### src/rtl/instr_fetch_queue.sv
// Fetch front end: owns the PC, issues reads to a 1-cycle instruction memory and queues {pc, instr}.
// Optional feature macro: IFQ_PERF_CNT_EN adds the stall_cnt_o starved-consumer counter.
module instr_fetch_queue #(
  parameter int          DEPTH    = 4,
  parameter logic [31:0] RESET_PC = 32'h0000_0000
) (
  input  logic        clk_i,
  input  logic        rst_n,
  output logic        imem_req_o,
  output logic [31:0] imem_addr_o,
  input  logic [31:0] imem_rdata_i,
  input  logic        redirect_i,
  input  logic [31:0] redirect_pc_i,
  output logic        out_valid_o,
  input  logic        out_ready_i,
  output logic [31:0] out_pc_o,
  output logic [31:0] out_instr_o
`ifdef IFQ_PERF_CNT_EN
  ,
  output logic [31:0] stall_cnt_o
`endif
);

  localparam int               PTR_W     = (DEPTH > 1) ? $clog2(DEPTH) : 1;
  localparam logic [PTR_W+1:0] LVL_DEPTH = (PTR_W+2)'(DEPTH);
  localparam logic [PTR_W:0]   CNT_ONE   = (PTR_W+1)'(1);
  localparam logic [PTR_W-1:0] PTR_ONE   = PTR_W'(1);

  logic [31:0]      r_fetch_pc;
  logic             r_inflight;
  logic [31:0]      r_inflight_pc;
  logic [PTR_W-1:0] r_wr_ptr;
  logic [PTR_W-1:0] r_rd_ptr;
  logic [PTR_W:0]   r_count;
  logic [31:0]      r_mem_pc    [DEPTH];
  logic [31:0]      r_mem_instr [DEPTH];

  logic             w_issue;
  logic             w_push;
  logic             w_pop;
  logic [PTR_W+1:0] w_level;
  logic [DEPTH-1:0] w_we;
  logic             w_unused_pc_lsb;

  // Occupancy plus the slot reserved by an outstanding read: never lets a response overflow.
  assign w_level = {1'b0, r_count} + {{(PTR_W+1){1'b0}}, r_inflight};
  assign w_issue = rst_n && !redirect_i && (w_level < LVL_DEPTH);
  assign w_pop   = (r_count != '0) && out_ready_i;
  assign w_push  = r_inflight && !redirect_i;

  assign imem_req_o  = w_issue;
  assign imem_addr_o = r_fetch_pc;
  assign out_valid_o = (r_count != '0);
  assign out_pc_o    = r_mem_pc[r_rd_ptr];
  assign out_instr_o = r_mem_instr[r_rd_ptr];

  assign w_unused_pc_lsb = ^redirect_pc_i[1:0];

  // PC and outstanding-request tracking; a redirect kills the response arriving this cycle.
  always_ff @(posedge clk_i) begin
    if (!rst_n) begin
      r_fetch_pc    <= RESET_PC;
      r_inflight    <= 1'b0;
      r_inflight_pc <= '0;
    end else if (redirect_i) begin
      r_fetch_pc <= {redirect_pc_i[31:2], 2'b00};
      r_inflight <= 1'b0;
    end else begin
      r_inflight <= w_issue;
      if (w_issue) begin
        r_fetch_pc    <= r_fetch_pc + 32'd4;
        r_inflight_pc <= r_fetch_pc;
      end
    end
  end

  always_ff @(posedge clk_i) begin
    if (!rst_n || redirect_i) begin
      r_wr_ptr <= '0;
      r_rd_ptr <= '0;
      r_count  <= '0;
    end else begin
      if (w_push) begin
        r_wr_ptr <= r_wr_ptr + PTR_ONE;
      end
      if (w_pop) begin
        r_rd_ptr <= r_rd_ptr + PTR_ONE;
      end
      case ({w_push, w_pop})
        2'b10:   r_count <= r_count + CNT_ONE;
        2'b01:   r_count <= r_count - CNT_ONE;
        default: r_count <= r_count;
      endcase
    end
  end

  for (genvar gi = 0; gi < DEPTH; gi++) begin : g_we
    assign w_we[gi] = w_push && (r_wr_ptr == PTR_W'(gi));
  end

  // Storage is cleared on reset so the head reads as zero before the first fetch lands.
  always_ff @(posedge clk_i) begin
    if (!rst_n) begin
      for (int i = 0; i < DEPTH; i++) begin
        r_mem_pc[i]    <= '0;
        r_mem_instr[i] <= '0;
      end
    end else begin
      for (int i = 0; i < DEPTH; i++) begin
        if (w_we[i]) begin
          r_mem_pc[i]    <= r_inflight_pc;
          r_mem_instr[i] <= imem_rdata_i;
        end
      end
    end
  end

`ifdef IFQ_PERF_CNT_EN
  logic [31:0] r_stall_cnt;

  always_ff @(posedge clk_i) begin
    if (!rst_n) begin
      r_stall_cnt <= '0;
    end else if (out_ready_i && !out_valid_o && !redirect_i && (r_stall_cnt != 32'hFFFF_FFFF)) begin
      r_stall_cnt <= r_stall_cnt + 32'd1;
    end
  end

  assign stall_cnt_o = r_stall_cnt;
`endif

  property p_no_overflow;
    @(posedge clk_i) disable iff (!rst_n) (w_push && !w_pop) |-> (r_count < (PTR_W+1)'(DEPTH));
  endproperty
  a_no_overflow: assert property (p_no_overflow);

endmodule
### config.mk
export PLATFORM = sky130hd
export DESIGN_NAME = instr_fetch_queue
export DESIGN_NICKNAME = d
export VERILOG_FILES = /design/src/rtl/instr_fetch_queue.sv
export SDC_FILE = /design/constraint.sdc
export NUM_CORES = 1
export LEC_CHECK = 0
export CAP_MARGIN = 10
export CELL_PAD_IN_SITES_DETAIL_PLACEMENT = 1
export CELL_PAD_IN_SITES_GLOBAL_PLACEMENT = 1
export CORE_MARGIN = 1.5
export CORE_UTILIZATION = 24
export DETAILED_ROUTE_END_ITERATION = 12
export MAX_ROUTING_LAYER = met4
export PLACE_DENSITY_LB_ADDON = 0.2
export SYNTH_ARGS = -nofsm -noshare
export SYNTH_HDL_FRONTEND = slang
export SYNTH_SLANG_ARGS = --single-unit
### constraint.sdc
create_clock -name clk_i -period 2.55 [get_ports clk_i]
set_clock_uncertainty 0.05 [all_clocks]
set_input_delay 0.3825 -clock clk_i [delete_from_list [all_inputs] [get_ports clk_i]]
set_output_delay 0.3825 -clock clk_i [all_outputs]
set_load 0.05 [all_outputs]
==> results of run 1 <==
[tightest hold or removal path: cells and delay by family]
| kind | cells | cell delay [ns] |
|---|---|---|
| simple gates | 1 | 0.06 |
| compound gates | 1 | 0.07 |
| buf+inv | 1 | 0.39 |
[cell families (layout without fill, tap and decap cells)]
logic type / after synthesis / count (layout)
and+or+nand+nor: 434 / 434
DFF: 318 / 318
AOI/OAI and AO/OA: 111 / 111
buffers and inverters: 92 / 299
muxes: 63 / 63
xor gates and xnor gates: 13 / 13
adders and majority gates: 7 / 7
other: 1 / 4
[final cells by class]
type	instances	area [sq um]	area share (%)
Timing Repair Buffer	212	2120	11.8
Clock inverter	23	150	0.834
Sequential cell	318	8860	49.2
Clock buffer	49	1050	5.86
Inverter	15	56.3	0.313
Tap cell	765	957	5.32
Multi-Input combinational cell	632	4800	26.7
[state kept, by name, indices dropped and copies added (netlist names), named ones only]
register / flops
r_rd_ptr: 2
imem_addr_o: 30
r_mem_instr: 128
r_count: 3
r_inflight: 1
r_wr_ptr: 2
r_inflight_pc: 30
r_mem_pc: 120
[cells in the mapped netlist (8+ instances only)]
library cell	count	area [sq um]
mux4_2	62	1400
edfxtp_1	248	7450
buf_2	14	70.1
xor2_1	8	70.1
and3_1	10	62.6
o21ai_0	18	90.1
inv_1	13	48.8
nand2_1	88	330
nand4_1	11	68.8
clkbuf_1	45	169
dfxtp_1	70	1400
nor2_1	26	97.6
a21oi_1	53	265
and2_1	256	1600
a31oi_1	12	75.1
nand3_1	11	55.1
[per-layer routing]
metal,track usage (%),wire length [um]
met5,-,0
met4,3.20,651
met3,3.16,1910
met2,23.7,20000
met1,18.5,18900
[power by group through the flow]
stage | clock network (mW) | logic (mW) | registers [mW]
3_3_place_gp | 0 | 1.16 | 5.99
5_1_grt | 5.64 | 1.21 | 5.91
2_1_floorplan | 0 | 0.548 | 6.07
3_5_place_dp | 0 | 1.16 | 6.00
6_report | 5.28 | 1.14 | 5.89
4_1_cts | 5.47 | 1.17 | 5.89
[worst max path at each step]
stage                                 endpoint  cells after the start
2_1_floorplan  r_mem_instr[1][0]$_SDFFCE_PN0P_                      5
3_3_place_gp           r_count[2]$_SDFFE_PP0P_                      8
3_5_place_dp           r_count[2]$_SDFFE_PP0P_                      8
4_1_cts                        out_instr_o[31]                      3
5_1_grt                           out_pc_o[23]                      3
6_report                       imem_addr_o[21]                      1
[through the flow]
step / hold slack, ns / instances / total power, mW / TNS [ns] / worst slack [ns]
floorplan: 0.404 / 1042 / 6.62 / -35.93 / -0.193
global placement: 0.428 / 1942 / 7.15 / 0 / 0.113
detailed placement: 0.432 / 1942 / 7.16 / 0 / 0.145
CTS: 0.329 / 2014 / 12.5 / 0 / 0.00892
global route: 0.360 / 2014 / 12.8 / 0 / 0.000399
finish: 0.364 / 2014 / 12.3 / 0 / 0.0903
[what timing repair did]
action,CTS,global route
pin swaps,0,0
gates resized for setup,5,2
cloned,0,0
setup endpoints to repair,21,2
==> flow_summary.ini, run 1 <==
[layout]
drive_gt1_share_pct = 20.2
area_delta_synth_final_pct = 28.1
final_cell_mix = and2_1, edfxtp_1, clkdlybuf4s50_1, buf_4, nand2_1
final_common_cell = and2_1
fin_util_pct = 31.1
diodes = 0
fin_area_sq_mm = 0.0180
final_nets = 1293
n_fill_cell = 6183

[clocking]
clk_path_buf_depth = 3
cts_sinks = 318
ctsHoldBuffers = 0
htreeDepth = 2
cts_setup_buffers = 0
clk_latency_ns = 0.55
root_buffer = clkbuf_16
cts_tree = yes
cts_buffers = 39
path_clk_slew_ns = 0.06

[timing]
layout_min_cycle_time_ns = 2.46
fmax_mhz = 407
setup_viol = 0
slew_headroom_pct = 60.3
hold_violations = 0
worstMarginPinSlew_ns = 0.593
min_period_over_period_pct = 96.5
finalMaxSlewViolations = 0
rsz0062_at_grt = true

[synthesis]
synth_xor_area_share_pct = 0.811
syn_avg_cell_area_sq_um = 13.5
synth_seq_area_share_pct = 63.0
netlist_area_sq_mm = 0.0140
ys_async_sr_fraction_pct = 0
yosys.area_share.simple_pct = 17.7
synth_top_family_by_area = simple AND/OR/NAND/NOR gates
synthAdderAreaFrac_pct = 0.677
synthMuxAreaShare_pct = 10.0
synth_edf_count = 248
synthFlopType = edfxtp_1
syn-instance-count = 1039
ys_types = 55
synth_compound_area_share_pct = 4.63
ys_warn_count = 0
synth_seq_cells = 318

[detailed_routing]
viasPerCell = 4.39
drc = 0
post_drt_wl_per_cell_um = 20.6
first_pass_iters = 4
drt-total-wl_mm = 41.5
postRouteAntennaNets = 0
drt_iter0_drc = 393
routed-via-count = 8844

[critical_path]
critPathSlowestCell = clkdlybuf4s50_1
worstReg2RegEnd = imem_addr_o[25]$_SDFFE_PN0P_
crit_start = imem_addr_o[21]$_SDFFE_PN0P_
cp-end-kind = output pin
cp_cell_sequence = clkdlybuf4s50_1
startpoint_type = flop
required_ns = 2.12
path_delay_family = buffers and inverters
max_stage_delay_ns = 0.95
cp.arrival_ns = 2.03
cp_num_buf_inv = 1
regToRegSetupSlack_ns = 0.45
r2r-start = imem_addr_o[6]$_SDFFE_PN0P_
crit_fanout = 7
rr_worst_depth = 5
critPathKind = reg -> out

[global_route]
grt_pass1_wl_mm = 63.1
overflow = 0
first_global_vias = 9735
grt_max_degree = 63
grt_util_all_layers_pct = 14.5
antenna_found_initial = 0

[floorplan]
io_pins = 166
die-area_sq_mm = 0.0600
die-height_um = 245
core_area_sq_mm = 0.0578
die_w_um = 245
initial_core_util_pct = 24.3
rows = 88

[min_path]
min_path_type = in -> reg
hold_depth = 3
hold_path_end = imem_addr_o[13]$_SDFFE_PN0P_
worstHoldStart = redirect_pc_i[13]

[pwr]
seq_power_share_pct = 47.8
powerDensity_mw_per_mm2 = 684
p_leak_nw = 6.39
ir_worst_vdd_uv = 418
comb_power_share_pct = 9.3
swShare_pct = 25.0
internal_power_mw = 9.23
clkPwrFrac_pct = 42.9
power.net_switching_mw = 3.08

[run]
max_cap_viol_count = 0

[placement]
placed_area_sq_mm = 0.0168
place_hpwl_mm = 25.4
gp_congestion = 0.730
portBuffers = 159

[outcome]
status = finished clean
Power figures use the tool's default switching activity.
==> run 2: changes to the inputs <==
--- a/config.mk
+++ b/config.mk
@@ -10,6 +10,7 @@
 export CELL_PAD_IN_SITES_GLOBAL_PLACEMENT = 1
 export CORE_MARGIN = 1.5
 export CORE_UTILIZATION = 24
+export CTS_BUF_LIST = sky130_fd_sc_hd__clkbuf_2
 export DETAILED_ROUTE_END_ITERATION = 12
 export MAX_ROUTING_LAYER = met4
 export PLACE_DENSITY_LB_ADDON = 0.2
==> run 2 against run 1 <==
  * The run now ends with setup timing left
  * Count of clock-buffer cells in the layout grew 91
  * Fmax fell by 15%
  * Utilization increased by 1.1 points
  * Sequential power barely moved
  * Via count grew 6.8%
  * Critical endpoint is now out_pc_o[23]
  * Largest cell class unchanged
  * Highest routed layer unchanged
==> flow_summary.ini, run 2 (same netlist as run 1, synthesis figures left out) <==
[placement]
place_ws_ns = 0.145
gp_congestion = 0.730
portBuffers = 159
dp.cells = 1942
placed_area_sq_mm = 0.0168
place_hpwl_mm = 25.4

[clocking]
clk_latency_ns = 1.03
cts_buffers = 92
clk_path_buf_depth = 3
htreeDepth = 3
cts_tree = yes
root_buffer = clkbuf_2
cts_sinks = 318
path_clk_slew_ns = 0.09

[critical_path]
cp-end-kind = output pin
cp-endpoint = out_pc_o[23]
critPathSlowestCell = mux4_2
rr_worst_depth = 5
crit_path_frequent_cell = buf_12
r2r-start = imem_addr_o[3]$_SDFFE_PN0P_
cp_cell_sequence = buf_12 -> buf_12 -> mux4_2 -> buf_6
startpoint_type = flop
crit_fanout = 11
regToRegSetupSlack_ns = 0.43
required_ns = 2.12
max_stage_delay_ns = 0.57
cp.arrival_ns = 2.47
worstReg2RegEnd = imem_addr_o[25]$_SDFFE_PN0P_
critPathKind = reg -> out

[floorplan]
core_area_sq_mm = 0.0578
die_w_um = 245
die-height_um = 245
rows = 88
die-area_sq_mm = 0.0600
io_pins = 166
initial_core_util_pct = 24.3

[pwr]
powerDensity_mw_per_mm2 = 586
ir_worst_vdd_uv = 263
p_leak_nw = 6.87

[layout]
largest_reg_flops = 128
final_common_cell = and2_1
fin_cells = 2177
fin_area_sq_mm = 0.0186
final_nets = 1416
n_fill_cell = 6269
drive_gt1_share_pct = 28.1
seqCellArea_sq_mm = 0.00887
largestRegisters = r_mem_instr: 128 flops, r_mem_pc: 120 flops
top_register = r_mem_instr
multiInputGateArea_sq_mm = 0.00481
area_delta_synth_final_pct = 32.7
final_cell_mix = and2_1, edfxtp_1, clkbuf_2, nand2_1, clkdlybuf4s50_1

[timing]
rsz0062_at_grt = true
min_period_over_period_pct = 114
layout_min_cycle_time_ns = 2.90
hold_violations = 0
setup_viol = 62
fin_ws_ns = -0.353
fmax_mhz = 345
finalMaxSlewViolations = 0

[detailed_routing]
routed-via-count = 9443
dr_wl_met2_mm = 20.4
drt_iter0_drc = 351
viasPerCell = 4.34
met3_length_mm = 2.33
drt-total-wl_mm = 42.4
first_pass_iters = 4
highest_layer = met4
drc = 0
post_drt_wl_per_cell_um = 19.5
postRouteAntennaNets = 0
wl_met1_mm = 18.9

[min_path]
min_path_type = in -> reg

[outcome]
failed_checks = setup timing
status = finished, violations left

[global_route]
antenna_found_initial = 1
first_global_vias = 10502
grt_pass1_wl_mm = 64.7
overflow = 0
grt_max_degree = 63
grt_util_all_layers_pct = 14.9

[run]
max_cap_viol_count = 0
run 2: changes by cell type in the layout (fill, tap and decap cells not counted), sizes merged:
cell	previous run	this run
buf	116	134
clkbuf	49	141
clkdlybuf4s15	0	18
clkdlybuf4s18	0	2
clkdlybuf4s50	95	65
clkinv	18	19
clkinvlp	2	1
diode	0	1
dlygate4sd2	1	0
dlygate4sd3	0	62
inv	17	18
run 2: worst max-delay path: cells and delay by family (launching register included):
family / cells / cell delay (ns)
DFF: 1 / 0.39
buffers and inverters: 3 / 0.50
muxes: 1 / 0.57
run 2: area by class of cell:
class / count / share of cell area [%]
multi-input cells: 632 / 25.8
inverters: 15 / 0.329
well taps: 765 / 5.14
clock inverters: 24 / 0.665
repair buffers: 282 / 16.7
clock buffers: 140 / 3.76
diodes: 1 / 0.0134
flip-flops and latches: 318 / 47.6
run 2: metrics by stage:
stage / utilization [%] / TNS, ns / total power [mW] / hold WS (ns)
finish: 32.2 / -17.34 / 10.9 / 0.202
global route: 32.2 / -28.53 / 11.5 / 0.146
CTS: 32.2 / -29.71 / 11.2 / 0.0374
detailed placement: 29.0 / 0 / 7.16 / 0.432
global placement: 29.0 / 0 / 7.15 / 0.428
floorplan: - / -35.93 / 6.62 / 0.404
run 2: how the worst min path moves through the flow:
stage / startpoint / endpoint / slack (ns) / cells past startpoint
floorplan: r_inflight_pc[31]$_SDFFE_PN0P_ / r_inflight_pc[31]$_SDFFE_PN0P_ / 0.40 / 2
global placement: r_inflight_pc[23]$_SDFFE_PN0P_ / r_inflight_pc[23]$_SDFFE_PN0P_ / 0.43 / 2
detailed placement: r_inflight_pc[23]$_SDFFE_PN0P_ / r_inflight_pc[23]$_SDFFE_PN0P_ / 0.43 / 2
CTS: redirect_i / imem_addr_o[20]$_SDFFE_PN0P_ / 0.04 / 4
global route: redirect_pc_i[29] / imem_addr_o[29]$_SDFFE_PN0P_ / 0.15 / 4
finish: redirect_pc_i[29] / imem_addr_o[29]$_SDFFE_PN0P_ / 0.20 / 4
run 2: repair_timing:
action	4_1_cts	5_1_grt
gates resized for setup	200	4
hold buffers	62	0
hold endpoints to repair	155	0
setup endpoints to repair	94	64
gates cloned	2	1
pin swaps	1	0
buffers inserted	6	0
run 2: report_power, final:
group	switching [mW]	internal [mW]
Clock	2.24	1.55
Combinational	0.750	0.505
Sequential	0.111	5.76
run 2: per-layer routing:
layer / track usage [%] / vias up
li1: - / 4425
met1: 18.3 / 4707
met2: 24.1 / 249
met3: 3.47 / 62
met4: 5.21 / 0
met5: - / -
==> run 3: changes to the inputs <==
--- a/config.mk
+++ b/config.mk
@@ -5,7 +5,7 @@
 export SDC_FILE = /design/constraint.sdc
 export NUM_CORES = 1
 export LEC_CHECK = 0
-export CAP_MARGIN = 10
+export CAP_MARGIN = 20
 export CELL_PAD_IN_SITES_DETAIL_PLACEMENT = 1
 export CELL_PAD_IN_SITES_GLOBAL_PLACEMENT = 1
 export CORE_MARGIN = 1.5
@@ -13,7 +13,7 @@
 export CTS_BUF_LIST = sky130_fd_sc_hd__clkbuf_2
 export DETAILED_ROUTE_END_ITERATION = 12
 export MAX_ROUTING_LAYER = met4
-export PLACE_DENSITY_LB_ADDON = 0.2
+export PLACE_DENSITY = 0.48
 export SYNTH_ARGS = -nofsm -noshare
 export SYNTH_HDL_FRONTEND = slang
 export SYNTH_SLANG_ARGS = --single-unit
==> constraint.sdc (replaced) <==
create_clock -name clk_i -period 2.55 [get_ports clk_i]
set_clock_uncertainty 0.05 [all_clocks]
set_input_delay 0.765 -clock clk_i [delete_from_list [all_inputs] [get_ports clk_i]]
set_output_delay 0.765 -clock clk_i [all_outputs]
set_load 0.05 [all_outputs]
==> run 3 against run 2 <==
  * The flow still finishes with violations (setup timing)
  * Wire length up 3.8%
  * Global-route usage is 0.43 points higher
  * Cell count down 0.28%
  * Sequential share of layout area decreased by 0.32 points
  * Count of clock-buffer cells in the layout grew 2
  * Combinational power is 8% higher
  * Critical path type unchanged
  * Largest cell class unchanged
==> flow_summary.ini, run 3 (same netlist as run 1, synthesis figures left out) <==
[outcome]
status = finished, violations left
failed_checks = setup timing

[pwr]
ir_worst_vdd_uv = 199
powerDensity_mw_per_mm2 = 584
p_leak_nw = 7.08
power_mw = 11.1

[global_route]
antenna_found_initial = 1
grt_util_all_layers_pct = 15.4
overflow = 0
grt_pass1_wl_mm = 66.4
first_global_vias = 10527
grt_max_degree = 48

[floorplan]
rows = 88
initial_core_util_pct = 24.3
io_pins = 166
die_w_um = 245
die-area_sq_mm = 0.0600
core_area_sq_mm = 0.0578
die-height_um = 245

[layout]
final_nets = 1409
area_delta_synth_final_pct = 35.0
fin_util_pct = 32.8
final_cell_mix = and2_1, edfxtp_1, clkbuf_2, nand2_1, buf_4
final_common_cell = and2_1
fin_cells = 2171
largestRegisters = r_mem_instr: 128 flops, r_mem_pc: 120 flops
top_register = r_mem_instr
largest_reg_flops = 128
drive_gt1_share_pct = 34.2

[timing]
finalMaxSlewViolations = 0
fin_ws_ns = -0.750
hold_violations = 0
hold_slack_ns = 0.250
min_period_over_period_pct = 129
layout_min_cycle_time_ns = 3.30
setup_viol = 64
fmax_mhz = 303
rsz0062_at_grt = true
tns_ns = -42.41

[critical_path]
startpoint_type = flop
max_stage_delay_ns = 0.60
cp_cell_sequence = buf_12 -> buf_16 -> mux4_2 -> buf_8
critPathKind = reg -> out
crit_fanout = 5
path_delay_family = multiplexers
critPathSlowestCell = mux4_2
required_ns = 1.74
cp.arrival_ns = 2.49
cp-end-kind = output pin
cp_num_buf_inv = 3

[detailed_routing]
post_drt_wl_per_cell_um = 20.3
drt_iter0_drc = 436
viasPerCell = 4.38
postRouteAntennaNets = 0
routed-via-count = 9512
first_pass_iters = 5
drt-total-wl_mm = 44.0
drc = 0

[clocking]
cts_tree = yes
clk_latency_ns = 1.05
clk_path_buf_depth = 3
cts_buffers = 90
path_clk_slew_ns = 0.10
htreeDepth = 3
cts_sinks = 318
root_buffer = clkbuf_2

[placement]
place_hpwl_mm = 27.6
dp.cells = 1975
portBuffers = 159
gp_congestion = 0.763

[run]
max_cap_viol_count = 0

[min_path]
min_path_type = in -> reg
[run 3: cell count changes in the layout (fill, tap and decap cells not counted), sizes merged]
cell           delta
buf              +76
dlygate4sd3      -62
clkdlybuf4s15    -18
clkbuf            +3
clkdlybuf4s18     -2
inv               -2
clkinv            -1
[run 3: timing repair]
item | in CTS | in global routing
gates resized for setup | 284 | 17
endpoints found under the setup margin | 94 | 80
pin swaps | 3 | 1
endpoints found under the hold margin | 0 | 0
setup buffers | 33 | 2
cloned | 3 | 2
hold buffers | 0 | 0
[run 3: worst paths after layout]
path / slack [ns] / cells after the start / from / endpoint
min: 0.25 / 3 / redirect_pc_i[13] / imem_addr_o[13]$_SDFFE_PN0P_
min reg2reg: 0.45 / 2 / r_inflight_pc[20]$_SDFFE_PN0P_ / r_inflight_pc[20]$_SDFFE_PN0P_
max: -0.75 / 4 / flop / out_pc_o[12]
max reg2reg: 0.40 / 7 / imem_addr_o[14]$_SDFFE_PN0P_ / imem_addr_o[25]$_SDFFE_PN0P_
[run 3: final cells by class]
class / instances / area (sq um)
fill: 6232 / 38900
sequential: 318 / 8960
multi-input combinational: 632 / 4820
timing repair buffer: 277 / 3330
tap: 765 / 957
clock buffer: 142 / 711
clock inverter: 21 / 116
inverter: 15 / 61.3
antenna: 1 / 2.50
[run 3: metrics by stage]
stage	cell area [sq um]	setup WS, ns
after global routing	19000	-0.936
after CTS	18900	-0.961
after floorplan	14100	0.00969
final	19000	-0.750
after detailed placement	17200	-0.299
after global placement	17200	-0.271
[run 3: worst reg2reg max path: stages, from the launching register on]
cell and delay (ns):
dfxtp_4 0.38, buf_4 0.14, buf_4 0.12, nand4_4 0.15
nor4_1 0.38, nand4_1 0.29, or3_1 0.39, a31oi_1 0.16
[run 3: routing by layer]
layer	global-route usage [%]	part of all wire, %
met1	19.9	47
met2	23.8	46
met3	3.50	5.2
met4	4.97	1.7
met5	-	0
[run 3: power by group]
part | internal, mW | switching (mW) | total [mW]
Combinational | 0.564 | 0.787 | 1.35
Sequential | 5.75 | 0.0999 | 5.85
Clock | 1.57 | 2.30 | 3.87
